<file path="src/rtl/dct_enc_ctrl.sv">
// Forward 8x8 DCT sequencer: per (u,v) clear MAC, stream 64 pixels,
// drain the MAC pipeline, then write the coefficient at its zigzag slot.
module dct_enc_ctrl #(
  parameter int RD_LAT  = 1,
  parameter int MAC_LAT = 1
) (
  input  logic       clk,
  input  logic       rst_in,
  input  logic       start,
  output logic       busy,
  output logic       done,
  output logic       pix_rd_en,
  output logic [5:0] pix_addr,
  output logic [2:0] x,
  output logic [2:0] y,
  output logic [2:0] u,
  output logic [2:0] v,
  output logic       mac_clr,
  output logic       mac_en,
  output logic       coef_we,
  output logic [5:0] coef_addr
);

  typedef enum logic [2:0] {
    IDLE, CLR, ACC, DRAIN, WRITE, DONE
  } state_t;

  localparam logic [3:0] DLAST =
    4'(RD_LAT + MAC_LAT - 1);

  state_t     state;
  logic [2:0] ix;
  logic [2:0] iy;
  logic [3:0] dcnt;
  logic [6:0] dly [RD_LAT];

  // JPEG zigzag index of row u, column v
  function automatic logic [5:0] zz(
    input logic [2:0] ru,
    input logic [2:0] rv
  );
    logic [6:0] d;
    logic [6:0] lo;
    logic [6:0] base;
    logic [6:0] off;
    d  = {4'd0, ru} + {4'd0, rv};
    lo = (d > 7'd7) ? d - 7'd7 : 7'd0;
    if (d < 7'd8)
      base = (d * (d + 7'd1)) >> 1;
    else
      base = 7'd64 -
        (((7'd15 - d) * (7'd16 - d)) >> 1);
    off = d[0] ? {4'd0, ru} - lo
               : {4'd0, rv} - lo;
    return 6'(base + off);
  endfunction

  assign pix_addr = {iy, ix};
  // done holds busy for its pulse cycle
  assign busy = (state != IDLE) | done;

  always_ff @(posedge clk) begin
    if (rst_in) begin
      state     <= IDLE;
      u         <= '0;
      v         <= '0;
      ix        <= '0;
      iy        <= '0;
      dcnt      <= '0;
      pix_rd_en <= 1'b0;
      mac_clr   <= 1'b0;
      coef_we   <= 1'b0;
      coef_addr <= '0;
      done      <= 1'b0;
    end else begin
      mac_clr <= 1'b0;
      coef_we <= 1'b0;
      done    <= 1'b0;
      unique case (state)
        IDLE: begin
          u <= '0;
          v <= '0;
          if (start && !done) begin
            state   <= CLR;
            mac_clr <= 1'b1;
          end
        end
        CLR: begin
          state     <= ACC;
          pix_rd_en <= 1'b1;
          ix        <= '0;
          iy        <= '0;
        end
        ACC: begin
          ix <= ix + 3'd1;
          if (ix == 3'd7)
            iy <= iy + 3'd1;
          if (ix == 3'd7 && iy == 3'd7) begin
            state     <= DRAIN;
            pix_rd_en <= 1'b0;
            dcnt      <= '0;
          end
        end
        DRAIN: begin
          if (dcnt == DLAST)
            state <= WRITE;
          else
            dcnt <= dcnt + 4'd1;
        end
        WRITE: begin
          coef_we   <= 1'b1;
          coef_addr <= zz(u, v);
          if (u == 3'd7 && v == 3'd7) begin
            state <= DONE;
          end else begin
            v <= v + 3'd1;
            if (v == 3'd7)
              u <= u + 3'd1;
            state   <= CLR;
            mac_clr <= 1'b1;
          end
        end
        DONE: begin
          done  <= 1'b1;
          u     <= '0;
          v     <= '0;
          state <= IDLE;
        end
        default: state <= IDLE;
      endcase
    end
  end

  // read-latency line: {rd_en, iy, ix}
  always_ff @(posedge clk) begin
    if (rst_in) begin
      for (int i = 0; i < RD_LAT; i++)
        dly[i] <= '0;
    end else begin
      dly[0] <= {pix_rd_en, iy, ix};
      for (int i = 1; i < RD_LAT; i++)
        dly[i] <= dly[i-1];
    end
  end

  assign {mac_en, y, x} = dly[RD_LAT-1];

endmodule

</file>
<file path="config.mk">
export PLATFORM = sky130hd
export DESIGN_NAME = dct_enc_ctrl
export DESIGN_NICKNAME = d
export VERILOG_FILES = /design/src/rtl/dct_enc_ctrl.sv
export SDC_FILE = /design/constraint.sdc
export NUM_CORES = 1
export LEC_CHECK = 0
export CAP_MARGIN = 20
export CORE_MARGIN = 2
export CORE_UTILIZATION = 40
export CTS_CLUSTER_SIZE = 20
export DETAILED_ROUTE_END_ITERATION = 7
export GPL_TIMING_DRIVEN = 0
export SETUP_SLACK_MARGIN = 0.05
export SYNTH_ARGS = -nofsm -noshare
export SYNTH_HDL_FRONTEND = slang
export SYNTH_SLANG_ARGS = --single-unit
</file>
<file path="constraint.sdc">
create_clock -name clk -period 9.5 [get_ports clk]
set_input_delay 1.425 -clock clk [delete_from_list [all_inputs] [get_ports clk]]
set_output_delay 1.425 -clock clk [all_outputs]
set_load 0.02 [all_outputs]
</file>
# Word-level counts from Yosys, hierarchy flattened
# Memory sizes are Yosys's and may differ from the RTL's.
# Index checks and enable logic that the tools add are counted.
[op_classes] bitwise=1 mux=33 addsub=14 multipliers=2 reduce_logical=17 n_eq_ne=17 n_lt_le_gt_ge=2
[op_table] operator="$mux 6" count=5
[op_table] operator="$mux 3" count=8
[op_table] operator="$pmux 3 s2" count=4
[op_table] operator="$eq 3x3->1 const B" count=6
[op_table] operator="$pmux 3 s5" count=1
[op_table] operator="$ne 2x2->1 const B" count=7
[op_table] operator="$add 3x1->3 const B" count=4
[op_table] operator="$sub 3x6->6" count=2
[op_table] operator="$mux 1" count=9
[op_table] operator="$reduce_and 3->1" count=3
[op_table] operator="$mux 4" count=2
[op_table] operator="$pmux 4 s2" count=1
[op_table] operator="$mul 4x5->7" count=1
[op_table] operator="$mul 5x6->7" count=1
[op_table] operator="$mux 7" count=1
[op_table] operator="$reduce_or 7->1" count=1
[op_table] operator="$add 6x6->6" count=1
[op_table] operator="$eq 3x2->1 const B" count=2
[op_table] operator="$reduce_and 2->1" count=3
[op_table] operator="$reduce_bool 2->1" count=3
[op_table] operator="$sub 1x6->6 const A" count=1
[op_table] operator="$sub 5x4->6 const A" count=1
[op_table] operator="$add 4x1->5 const B" count=1
[op_table] operator="$sub 4x3->5 const B" count=1
[op_table] operator="14 further kinds" count=17
[totals] mem_bits_rw=7 in_bits=3 memories=1 ff_bits=29 out_inout_bits=30 word_cells=98
[memory_table] memory="dly" depth=1 word_bits=7 read_ports=1 rd_ports_with_merged_regs=0 write_ports=1 line="35" text="logic [6:0] dly [RD_LAT];"

# Depth between registers and ports, before layout
[logic_depth] word_depth=8 depth_mapped=22 depth_no_buf=21

# Least setup slack after synthesis
# Ideal clock, no wire load.
[synth_path] kind="register to register" startpoint="reg u[0]" endpoint="reg coef_addr[5]" arrival_ns=5.392 setup_time_ns=0.079 slack_ns=4.028 t_required_ns=9.421 path_buffers=0 path_stages_with_launch=22 synth_period_minus_slack_ns=5.472 cell_sequence="dfxtp_1 -> ha_1 -> fa_1 -> xor2_1 -> inv_1 -> ha_1 -> nand2_1 -> xnor2_1 -> or2_2 -> fa_1 -> fa_1 -> inv_1 -> ha_1 -> xor2_2 -> nand3_1 -> xnor2_1 -> xnor2_1 -> o21ai_0 -> ha_1 -> a21oi_1 -> xnor3_1 -> a211oi_2"
[synth_via] elab_chain_len=8 elab_cells_between_ends=18 classes_between="add/sub: 9; mul: 2; order compare: 2; mux: 5"
[synth_lines] item="start: declaration" line="16" text="output logic [2:0] u,"
[synth_lines] item="start signal: assignment" line="118" text="u <= u + 3'd1;"
[synth_lines] item="$add 3x3->4" line="46" text="d = {4'd0, ru} + {4'd0, rv};"
[synth_lines] item="$sub 5x4->6 or $sub 4x4->5 (tied branches)" line="52" text="(((7'd15 - d) * (7'd16 - d)) >> 1);"
[synth_lines] item="$mul 5x6->7" line="52"
[synth_lines] item="$sub 1x6->6" line="51" text="base = 7'd64 -"
[synth_lines] item="$mux 6" line="48" text="if (d < 7'd8)"
[synth_lines] item="$mux 6" line="79" text="unique case (state)"
[synth_lines] item="$mux 6" line="63" text="if (rst_in) begin"
[synth_lines] item="$add 6x6->6 *" line="55" text="return 6'(base + off);"
[synth_lines] item="end signal: assignment" line="112" text="coef_addr <= zz(u, v);"
[synth_lines] item="end: declaration" line="21" text="output logic [5:0] coef_addr"
# Every way passes the cells marked *; elsewhere a longest branch is shown, timed or not. The select of a mux whose other input is x is not followed.
# A chain may end at the register's enable or synchronous reset.

# Final worst setup path
# Same ends and word-level chain as after synthesis.

==> metrics.md <==
| Metric | Value |
|---|---|
| Outcome | complete, no violations |
| Number of cells on the worst reg-to-reg path | 21 |
| Max Cap Viol | 0 |
| TritonCTS clock tree | done |
| Die area | 8250 sq um |
| Diode count | 0 |
| Crit end category | register |
| Flops & latches, synth | 36 |
| Crit Path Max Fanout | 11 |
| Buffers on Ports | 31 |
| Critical Path Start Type | register |
| WHS | 457 ps |
| Buffers & Inverters on Critical Path | 2 |
| CTS buffer count | 5 |
| Minimum clock period | 6030 ps |
| Die height | 90.8 microns |
| Post-Place Worst Slack | 3510 ps |
| CP max-delay cell | xor2_1 |
| Cts repair resizes | 0 |
| Routed WL | 6550 microns |
| Number of global-route vias before repair | 2500 |
| Crit-path max cell delay | 660 ps |
| CTS H-tree lvls | 2 |
| Initial Util | 0.414 |
| Slew Limit Headroom | 0.452 |
| CTS Root Cell | clkbuf_8 |
| All-Layer GR Usage | 0.168 |
| Pre-antenna DRT Iters | 4 |
| Post-CTS setup buffers | 0 |
| Gpl congestion | 0.824 |
| Initial drt markers | 29 |
| Post-synthesis area per instance | 8.57 sq um |
| Crit path cell chain | ha_1, fa_1, xor2_1, inv_1, ha_1, nand2_1, xnor2_1, or2_2, fa_1, fa_1, inv_1, ha_1, xor2_2, nand3_1, xnor2_1, xnor2_1, o21ai_0, ha_1, a21oi_1, xnor3_1, a211oi_2 |
| Largest net degree at the start of global routing | 12 |
| Clock latency on the worst-skew pair | 280 ps |
| RSZ-0062 raised after global routing | no |
| Final Cycle Share | 0.634 |
| WL/cell | 13.4 microns |
| Hold Crit Class | register to register |
| Main synth FF type | dfxtp_1 |
| Layout net count | 454 |
| Clock transition at path regs | 70 ps |
| IO Pins | 33 |
| Syn Inst Count | 352 |
| Worst Tran Pin Value | 820 ps |
| Non-filler cells, final | 490 |
| Setup TNS | 0 ps |
| First-pass GRT wire length | 11600 microns |
| Synth cell count leaders | ha_1 (46), nor2_1 (42), dfxtp_1 (36) |
| Initial antenna violation count | 0 |
| Core area | 7290 sq um |
| Max Clock Freq | 166 MHz |
| Top cell type's share of synthesized area | 0.239 |
| Crit Path Category | register to register |
| FFs w/ async S/R, synth | 0 |
| Max clock buf depth | 2 |
| Worst path depth | 21 |
| Distinct cells, synth | 42 |
| Cell family with the largest share of critical-path delay | adder cells |
| Routed vias/inst | 5.05 |
| Power Dens Cells | 86.3 nW/um^2 |
| Clk_skew | 5.34 ps |
| Synth warn | 0 |
| Synth area leader | dfxtp_1 |
| CP most frequent cell | ha_1 |
| Die width | 90.8 microns |
| Fin worst setup slack | 3470 ps |
| Max Slew Vio Count | 0 |
| LEAKAGE | 0.00168 uW |
| Routed vias | 2476 |
| CP Data Required Time | 9700 ps |
| Area growth syn-to-layout | 17.1% |
| Dpl cells | 482 |
| Final ANT Viol Nets | 0 |
| Syn nets | 415 |
| Mapped Area | 3020 sq um |
| Register area share after synthesis | 0.239 |
| Hold Vio Cnt, Final | 0 |
| Worst Path Arrival | 6230 ps |
| Row cnt | 31 |
| HPWL Detailed | 5120 microns |
| Proportion of layout cells with a drive suffix above 1 | 0.0512 |
| Worst vdd rail ir drop | 0.0000758 V |
| Count of flip-flops with a built-in enable after synthesis | 0 |
| Top post-synthesis cells by area | dfxtp_1 (24%), ha_1 (19%), fa_1 (9.3%) |
| GRT overflow | 0 |
| Cts hold-fix bufs | 0 |
| Drt drc | 0 |
| Util after Layout | 0.485 |
| Final setup fails | 0 |
| CTS Sinks | 36 |
| Most frequent cell after synthesis | ha_1 |
| Hold path depth | 2 |
[flip-flops by register name, summed over array words and instances (netlist names)]
register   count
coef_we        1
ix             3
dly            7
v              3
mac_clr        1
state          3
u              3
iy             3
done           1
dcnt           4
coef_addr      6
pix_rd_en      1
[stage by stage]
step                      total power (uW)  area [sq um]
after floorplan                        191          3020
after global placement                 206          3450
after detailed placement               207          3450
after CTS                              309          3530
after global routing                   319          3530
final                                  305          3530
[cell type report]
cell class	count	area, sq um
clock buffer	6	72.6
fill	762	3760
multi-input combinational	273	2130
clock inverter	1	5.00
tap	99	124
inverter	32	120
sequential	36	721
timing repair buffer	32	315
buffer	11	41.3
[routing by layer]
layer | vias up | GRT usage | part of all wire
li1 | 1273 | - | -
met1 | 1171 | 0.214 | 0.46
met2 | 25 | 0.306 | 0.51
met3 | 7 | 0.0200 | 0.018
met4 | 0 | 0.0341 | 0.0081
met5 | - | 0 | 0
[logic make-up after synthesis]
logic type,synth area share
buf+inv,0.0535
simple gates,0.194
fa+ha+maj,0.284
compound gates,0.140
mux,0.0141
xor+xnor,0.0755
flops,0.239
[report_power, final]
group / total [uW] / internal (uW) / switching, uW
clock: 102 / 49.8 / 52.3
combinational: 45.1 / 17.6 / 27.5
sequential: 158 / 155 / 2.81
total: 305 / 222 / 82.5
[worst reg2reg max path, cell delays in order (launching register included)]
cell,delay (ps)
dfxtp_1,400
ha_1,300
fa_1,400
xor2_1,660
inv_1,220
ha_1,290
nand2_1,90
xnor2_1,80
or2_2,310
fa_1,470
fa_1,540
inv_1,40
ha_1,380
xor2_2,240
nand3_1,120
xnor2_1,180
xnor2_1,160
o21ai_0,120
ha_1,350
a21oi_1,160
xnor3_1,240
a211oi_2,210
[cells in the final DEF, fill, tap and decap left out, types with 6 or more instances in the layout]
| cell | count |
|---|---|
| ha_1 | 46 |
| nor2_1 | 42 |
| dfxtp_1 | 36 |
| inv_1 | 32 |
| clkdlybuf4s50_1 | 31 |
| a21oi_1 | 29 |
| nand2_1 | 24 |
| fa_1 | 14 |
| xnor2_1 | 13 |
| clkbuf_1 | 11 |
| nor2b_1 | 11 |
| nand3_1 | 9 |
| o21ai_0 | 8 |
| a21o_1 | 7 |
| a22oi_1 | 7 |
| xor2_1 | 6 |
[final timing paths]
path	start	endpoint	slack (ps)
min reg2reg	coef_addr[3]	coef_addr[3]	460
max	u[0]	coef_addr[5]	3470
max reg2reg	u[0]	coef_addr[5]	3470
min	coef_addr[3]	coef_addr[3]	460
Power figures use the tool's default switching activity.
